==> src/rtl/game_reaction_timer_pkg.sv <==
// Shared state encoding and width helper for the reaction-time game.
// Pure definitions: no latency, no flow control.
// No backpressure: constants only.
package game_reaction_timer_pkg;

    localparam logic [2:0] ST_IDLE    = 3'd0;
    localparam logic [2:0] ST_WAIT    = 3'd1;
    localparam logic [2:0] ST_GO      = 3'd2;
    localparam logic [2:0] ST_RESULT  = 3'd3;
    localparam logic [2:0] ST_FOUL    = 3'd4;
    localparam logic [2:0] ST_TIMEOUT = 3'd5;

    function automatic int bcd_w(input int num_digits);
        return 4 * num_digits;
    endfunction

endpackage

==> src/rtl/game_reaction_timer_ms_tick_gen.sv <==
// Millisecond prescaler: one-cycle tick every CLK_HZ/1000 cycles after clr.
// Latency: first tick TICK_CYC cycles after clr is released; no backpressure.
module ms_tick_gen #(
    parameter int CLK_HZ = 10_000_000
) (
    input  logic clk,
    input  logic rst_n,
    input  logic clr,
    output logic tick
);
    localparam int TICK_CYC = CLK_HZ / 1000;
    localparam int CNT_W    = (TICK_CYC > 2) ? $clog2(TICK_CYC) : 1;

    logic [CNT_W-1:0] r_cnt;

    assign tick = (r_cnt == CNT_W'(TICK_CYC - 1));

    always_ff @(posedge clk or negedge rst_n) begin
        if (!rst_n) begin
            r_cnt <= '0;
        end else if (clr || tick) begin
            r_cnt <= '0;
        end else begin
            r_cnt <= r_cnt + CNT_W'(1);
        end
    end

endmodule

==> src/rtl/game_reaction_timer.sv <==
// Reaction-time game: random pre-GO delay, BCD millisecond count, foul/timeout detection.
// Latency: outputs registered, one cycle after the causing btn_pulse/tick; no backpressure.
// Optional best-time tracking enabled by defining GAME_REACTION_BEST_EN.
module game_reaction_timer
    import game_reaction_timer_pkg::*;
#(
    parameter int CLK_HZ       = 10_000_000,
    parameter int NUM_DIGITS   = 3,
    parameter int MIN_DELAY_MS = 1000,
    parameter int RAND_W       = 10
) (
    input  logic                           clk,
    input  logic                           rst_n,
    input  logic                           ena,
    input  logic                           btn_pulse,
    input  logic [RAND_W-1:0]              rand_in,
    output logic [bcd_w(NUM_DIGITS)-1:0]   time_bcd,
    output logic                           go_led,
    output logic                           foul,
    output logic                           timeout,
    output logic [2:0]                     state_o,
    output logic [bcd_w(NUM_DIGITS)-1:0]   best_bcd,
    output logic                           best_valid
);
    localparam int BCD_W = bcd_w(NUM_DIGITS);
    localparam int DLY_W = $clog2(MIN_DELAY_MS + (2 ** RAND_W));

    logic [2:0]       r_state;
    logic [DLY_W-1:0] r_delay;
    logic [BCD_W-1:0] r_time;

    logic             w_tick;
    logic             w_clr;
    logic             w_go_enter;
    logic [BCD_W-1:0] w_inc;
    logic [NUM_DIGITS:0] w_carry;

    // Prescaler only runs in WAIT/GO; it restarts on entry to GO so the first ms is full.
    assign w_go_enter = (r_state == ST_WAIT) && w_tick && !btn_pulse && (r_delay <= DLY_W'(1));
    assign w_clr      = !ena || ((r_state != ST_WAIT) && (r_state != ST_GO)) || w_go_enter;

    ms_tick_gen #(.CLK_HZ(CLK_HZ)) u_tick (
        .clk   (clk),
        .rst_n (rst_n),
        .clr   (w_clr),
        .tick  (w_tick)
    );

    assign w_carry[0] = 1'b1;

    genvar gi;
    generate
        for (gi = 0; gi < NUM_DIGITS; gi++) begin : g_bcd
            logic [3:0] w_dig;
            assign w_dig            = r_time[4*gi +: 4];
            assign w_carry[gi+1]    = w_carry[gi] && (w_dig == 4'd9);
            assign w_inc[4*gi +: 4] = !w_carry[gi]      ? w_dig :
                                      (w_dig == 4'd9)   ? 4'd0  : w_dig + 4'd1;
        end
    endgenerate

    always_ff @(posedge clk or negedge rst_n) begin
        if (!rst_n) begin
            r_state <= ST_IDLE;
            r_delay <= '0;
            r_time  <= '0;
        end else if (!ena) begin
            r_state <= ST_IDLE;
        end else begin
            case (r_state)
                ST_IDLE: begin
                    if (btn_pulse) begin
                        r_delay <= DLY_W'(MIN_DELAY_MS) + DLY_W'(rand_in);
                        r_state <= ST_WAIT;
                    end
                end
                ST_WAIT: begin
                    if (btn_pulse) begin
                        r_state <= ST_FOUL;
                        r_time  <= '0;
                    end else if (w_go_enter) begin
                        r_state <= ST_GO;
                        r_time  <= '0;
                    end else if (w_tick) begin
                        r_delay <= r_delay - DLY_W'(1);
                    end
                end
                ST_GO: begin
                    if (btn_pulse) begin
                        r_state <= ST_RESULT;
                    end else if (w_tick) begin
                        if (w_carry[NUM_DIGITS]) begin
                            r_state <= ST_TIMEOUT;
                        end else begin
                            r_time <= w_inc;
                        end
                    end
                end
                ST_RESULT, ST_FOUL, ST_TIMEOUT: begin
                    if (btn_pulse) begin
                        r_state <= ST_IDLE;
                    end
                end
                default: r_state <= ST_IDLE;
            endcase
        end
    end

    assign time_bcd = r_time;
    assign state_o  = r_state;
    assign go_led   = (r_state == ST_GO);
    assign foul     = (r_state == ST_FOUL);
    assign timeout  = (r_state == ST_TIMEOUT);

`ifdef GAME_REACTION_BEST_EN
    logic [BCD_W-1:0] r_best;
    logic             r_best_vld;

    // Packed BCD compares correctly as plain unsigned.
    always_ff @(posedge clk or negedge rst_n) begin
        if (!rst_n) begin
            r_best     <= '0;
            r_best_vld <= 1'b0;
        end else if (ena && (r_state == ST_GO) && btn_pulse &&
                     (!r_best_vld || (r_time < r_best))) begin
            r_best     <= r_time;
            r_best_vld <= 1'b1;
        end
    end

    assign best_bcd   = r_best;
    assign best_valid = r_best_vld;
`else
    assign best_bcd   = '0;
    assign best_valid = 1'b0;
`endif

endmodule

==> config.mk <==
export PLATFORM = sky130hd
export DESIGN_NAME = game_reaction_timer
export DESIGN_NICKNAME = d
export VERILOG_FILES = /design/src/rtl/game_reaction_timer_pkg.sv /design/src/rtl/game_reaction_timer_ms_tick_gen.sv /design/src/rtl/game_reaction_timer.sv
export SDC_FILE = /design/constraint.sdc
export NUM_CORES = 1
export LEC_CHECK = 0
export ABC_AREA = 1
export CAP_MARGIN = 10
export CORE_MARGIN = 3
export CORE_UTILIZATION = 54
export DETAILED_ROUTE_END_ITERATION = 16
export HOLD_SLACK_MARGIN = 0.05
export PLACE_DENSITY_LB_ADDON = 0.05
export SLEW_MARGIN = 20
export SYNTH_ARGS = -nofsm -noshare
export SYNTH_HDL_FRONTEND = slang
export SYNTH_SLANG_ARGS = --single-unit
==> constraint.sdc <==
create_clock -name clk -period 2 [get_ports clk]
set_clock_uncertainty 0.2 [all_clocks]
set_input_delay 0.4 -clock clk [delete_from_list [all_inputs] [get_ports clk]]
set_output_delay 0.4 -clock clk [all_outputs]
set_load 0.1 [all_outputs]
# After elaboration in Yosys (flattened, before gate mapping)
# Index checks and enable logic that the tools add are counted.
dict set report word_totals {
  in_bits 14
  wordCells 85
  reg_bits 40
}
dict set report classes {
  eq_ne 26
  magnitude_cmp 1
  addsub 6
  n_reduce_logical 20
  mux 26
}
# op count
set op_table {}
lappend op_table {{$mux W12} 5}
lappend op_table {{$mux W11} 4}
lappend op_table {{$mux W3} 8}
lappend op_table {{$pmux W12 S2} 1}
lappend op_table {{$pmux W11 S2} 1}
lappend op_table {{$mux W4} 5}
lappend op_table {{$add A14 B1 Y14 const B} 1}
lappend op_table {{$eq A14 B14 Y1 const B} 1}
lappend op_table {{$mux W14} 1}
lappend op_table {{$reduce_and A7 Y1} 2}
lappend op_table {{$add A4 B1 Y4 const B} 3}
lappend op_table {{$eq A4 B4 Y1 const B} 3}
lappend op_table {{$pmux W3 S4} 1}
lappend op_table {{$reduce_and A6 Y1} 2}
lappend op_table {{$add A10 B10 Y11 const A} 1}
lappend op_table {{$le A11 B1 Y1 const B} 1}
lappend op_table {{$sub A11 B1 Y11 const B} 1}
lappend op_table {{$ne A2 B2 Y1 const B} 5}
lappend op_table {{$ne A3 B3 Y1 const B} 3}
lappend op_table {{$ne A2 B1 Y1 const B} 4}
lappend op_table {{$ne A4 B3 Y1 const B} 2}
lappend op_table {{$eq A3 B2 Y1 const B} 2}
lappend op_table {{$eq A3 B3 Y1 const B} 2}
lappend op_table {{$logic_and A1 B1 Y1} 6}
lappend op_table {{10 further kinds} 14}

# Longest topological paths before layout
dict set report depth {
  depth_word 8
  ltp_mapped 13
  depth_no_buf 13
}

# Cells and area by module
# A second synthesis with hierarchy kept.
dict set report unflattened {
  cells_unflattened 401
  hier_area_um2 2942.8
}
# mod n_inst area_per_inst_um2 cells_each seq_area_each_um2
set by_module_without_submodules {}
lappend by_module_without_submodules {game_reaction_timer 1 2135.8 293 650.6}
lappend by_module_without_submodules {ms_tick_gen 1 807.0 108 350.3}

# Least setup slack after synthesis
# No wires, ideal clock.
dict set report synth_path {
  path_type {register to output}
  startpoint {register r_state[0], in the netlist state_o[0]}
  endpoint {output port timeout}
  t_arrival_ps 2526
  n_path_buf 1
  path_slack_ps -1126
  path_stages_with_launch 4
  cell_sequence {dfrtp_1 buf_4 inv_1 nor2_1}
}
dict set report synth_between {
  elab_chain_len 1
}
# element line_no
set synth_lines {}
lappend synth_lines {{start: declaration} game_reaction_timer.sv:28} ;# logic [2:0] r_state;
lappend synth_lines {{start signal: assignment} game_reaction_timer.sv:64} ;# r_state <= ST_IDLE;
lappend synth_lines {{start signal: assignment} game_reaction_timer.sv:68} ;# r_state <= ST_IDLE;
lappend synth_lines {{start signal: assignment} game_reaction_timer.sv:74} ;# r_state <= ST_WAIT;
lappend synth_lines {{$eq A3 B3 Y1} game_reaction_timer.sv:113} ;# assign timeout = (r_state == ST_TIMEOUT);
lappend synth_lines {{end: declaration} game_reaction_timer.sv:20} ;# output logic timeout,
# No other way between the ends.

# Final worst setup path
dict set report layout_path {
  startpoint {register r_state[2], in the netlist state_o[2]}
  endpoint {output port go_led}
}
dict set report layout_between {
  elab_chain_len 1
}
# element line_no
set layout_lines {}
lappend layout_lines {{$eq A3 B2 Y1} game_reaction_timer.sv:111} ;# assign go_led = (r_state == ST_GO);
lappend layout_lines {{end: declaration} game_reaction_timer.sv:18} ;# output logic go_led,
# No other way between the ends.

==> results.sh <==
export IMPL_status="finished with violations"
export IMPL_failed_checks="setup timing"
export IMPL_drc=0
export IMPL_grt_setup_unrepaired="yes"
export IMPL_num_rows=25
export IMPL_setup_slack_ns=-0.0156
export IMPL_synth_largest_area_cell="dfrtp_1"
export IMPL_grt_start_max_net_pins=41
export IMPL_timing_critical_path_slowest_cell_delay_ns=0.53
export IMPL_synth_enable_flop_cells=0
export IMPL_design_final_nets=482
export IMPL_leakage_nw=1.77
export IMPL_vias_per_std_cell=5.15
export IMPL_dp_worst_setup_slack_ns=-0.156
export IMPL_post_route_fraction_of_the_period_consumed_by_the_critical_path=1.01
export IMPL_timing_hold_ws_ns=0.333
export IMPL_max_cap_violations=0
export IMPL_setup_viol=1
export IMPL_worstSetupPathType="reg -> out"
export IMPL_area_delta_synth_final_pct=39.7
export IMPL_synth_lib_cells_used_distinct=32
export IMPL_yosysSeqAreaShare=0.364
export IMPL_critPathRequiredTime_ns=1.40
export IMPL_ys_flop_type="dfrtp_1"
export IMPL_chip_height_um=77.3
export IMPL_r2r_end="state_o[0]"
export IMPL_worst_path_maximum_fanout=5
export IMPL_endpoint_kind="output pin"
export IMPL_most_frequent_standard_cell_in_the_layout_excluding_fill_and_tap_cells="nand2_1"
export IMPL_num_fill_cells=342
export IMPL_port_buffer_count=31
export IMPL_syn_cell_area_um2=2750
export IMPL_fin_util=0.797
export IMPL_power_density_nw_per_um2=921
export IMPL_tritoncts="done"
export IMPL_root_buffer="clkbuf_8"
export IMPL_floorplan_io_pins=45
export IMPL_core_region_area_um2=4820
export IMPL_die_area_um2=5980
export IMPL_clk_transition_reported_paths_ns=0.09
export IMPL_ir_drop_mv=0.548
export IMPL_arrival_ns=1.42
export IMPL_synth_seq_cells=40
export IMPL_grt_util_all_layers=0.226
export IMPL_routed_wirelength_normalized_by_instance_count_um=13.0
export IMPL_yosys_warnings=0
export IMPL_post_synth_top_area_fraction=0.364
export IMPL_drt_wl_total_um=6860
export IMPL_worstHoldPathType="reg -> reg"
export IMPL_fraction_of_registers_with_async_set_reset=1.00
export IMPL_drt_first_pass_iters=5
export IMPL_ratio_of_cells_with_drive_above_1_in_the_final_layout=0.290
export IMPL_worstSetupStartpointType="flip-flop"
export IMPL_timing_rr_start="u_tick.r_cnt[0]"
export IMPL_post_route_min_period_ns=2.02
export IMPL_post_synth_cell_area_avg_um2=7.21
export IMPL_number_of_cells_on_the_worst_hold_path=2
export IMPL_timing_worst_slew_pin_value_ns=0.512
export IMPL_hold_start="r_delay[10]"
export IMPL_detail_route_antenna_nets=0
export IMPL_number_of_antenna_violations_at_the_first_check_in_global_routing=0
export IMPL_path_cells="inv_4 -> nand2_4 -> nor2_4 -> buf_4 -> buf_12"
export IMPL_rrSetupSlack_ns=0.01
export IMPL_place_gp_congestion=0.883
export IMPL_worstHoldEndpoint="r_delay[10]"
export IMPL_clock_fmax_mhz=496
export IMPL_grt_ovfl_total=0
export IMPL_total_inserted_antenna_cells=0
export IMPL_routed_via_count=2708
export IMPL_drt_first_iter_violations=207
export IMPL_most_frequent_cells_in_the_layout="nand2_1 (83), nor2_1 (43), buf_4 (41)"
export IMPL_worstSkewPairLatency_ns=0.30
export IMPL_grt_pass1_wl_um=11100
export IMPL_placed_cells_incl_taps=506
export IMPL_post_route_cell_area_um2=3840
export IMPL_postPlaceCellArea_um2=3530
export IMPL_critPathTopFamily="flip-flops"
export IMPL_fin_cells=526
export IMPL_starting_density=0.570
export IMPL_clock_sinks=40
export IMPL_slowest_stage="dfrtp_4"
export IMPL_hpwl_um=4740
export IMPL_critPathBufInv=3
export IMPL_worst_r2r_path_depth=12
export IMPL_synth_top_cells_by_area="dfrtp_1 (36%), nand2_1 (12%), nor2_1 (7.5%)"
export IMPL_cts_htree_levels=2
export IMPL_synth_cells=381
export IMPL_cts_inserted_buffers=5
export IMPL_max_clock_path_buffers=2
export IMPL_dieWidth_um=77.3
export IMPL_slew_headroom=0.659
export IMPL_report_final_hold_viol_count=0
export IMPL_report_final_slew_viol_count=0
export IMPL_grt_pass1_vias=2588
==> per-stage QoR <==
step                      power (W)  TNS [ns]
after floorplan             0.00221    -10.37
after global placement      0.00265     -1.39
after detailed placement    0.00268     -2.33
after CTS                   0.00341         0
after global routing        0.00374    -0.770
final                       0.00354   -0.0156
==> synth_stat cells, types with 2 or more instances <==
library cell / count
nor3_1: 12
nor2_1: 55
xor2_1: 9
nor2_2: 2
buf_4: 15
dfrtp_1: 40
nand3_1: 28
nand4_1: 4
o21ai_1: 13
nand3_2: 4
inv_2: 6
a21oi_1: 13
clkbuf_1: 2
o21ai_0: 15
inv_1: 32
or2_2: 2
nor3_2: 2
xnor2_1: 7
nand2_1: 91
ha_1: 10
nor2_4: 2
nand2_2: 7
==> tightest hold or removal path, cell delays in order (launching register included) <==
cell and delay [ns]:
dfrtp_1 0.39, nand2_1 0.06, nand2_1 0.05
==> power by group <==
part           total [W]  internal (W)  switching [W]
Sequential       0.00111      0.000954       0.000156
Clock           0.000700      0.000376       0.000324
Combinational    0.00173      0.000630        0.00109
Total            0.00354       0.00196        0.00157
==> cell type report <==
| cell class | instances | area [um2] | share of cell area |
|---|---|---|---|
| Multi-Input combinational cell | 296 | 1620 | 0.423 |
| Sequential cell | 40 | 1020 | 0.265 |
| Timing Repair Buffer | 76 | 831 | 0.216 |
| Inverter | 39 | 166 | 0.0434 |
| Tap cell | 67 | 83.8 | 0.0218 |
| Clock buffer | 5 | 68.8 | 0.0179 |
| Clock inverter | 3 | 47.5 | 0.0124 |
==> worst max-delay path by stage <==
stage / start / end / slack [ns] / cells past startpoint
after floorplan: state_o[2] / time_bcd[10] / -0.43 / 10
after global placement: btn_pulse / r_delay[8] / -0.12 / 9
after detailed placement: btn_pulse / r_delay[3] / -0.16 / 9
after CTS: u_tick.r_cnt[0] / r_delay[6] / 0.002 / 10
after global routing: u_tick.r_cnt[1] / state_o[0] / -0.10 / 12
final: state_o[2] / go_led / -0.02 / 5
==> cell families (layout without fill, tap and decap cells) <==
family,after synthesis,count (layout),share of synthesized area
compound gates,44,44,0.0833
xor+xnor,16,16,0.0510
fa+ha+maj,10,10,0.0455
buf+inv,57,123,0.103
flops,40,40,0.364
other cells,1,13,0.00136
simple gates,213,213,0.352
==> state kept, by name (all words and copies together) (netlist names) <==
register	count
r_delay	11
time_bcd	12
u_tick.r_cnt	14
state_o	3
==> per-layer routing <==
metal	wire length [um]	vias to the layer above	global-route usage
met5	0	-	0
met4	80	0	0.0783
met3	332	7	0.0278
met2	3480	84	0.387
met1	2960	1265	0.296
li1	-	1352	-
==> what timing repair did <==
action	CTS	global route
hold buffers	1	0
hold endpoints to repair	40	0
gates resized for setup	1	28
buffers inserted	1	9
setup endpoints to repair	2	30
pin swaps	1	16
gates cloned	0	1
(Power assumes the default switching activity.)
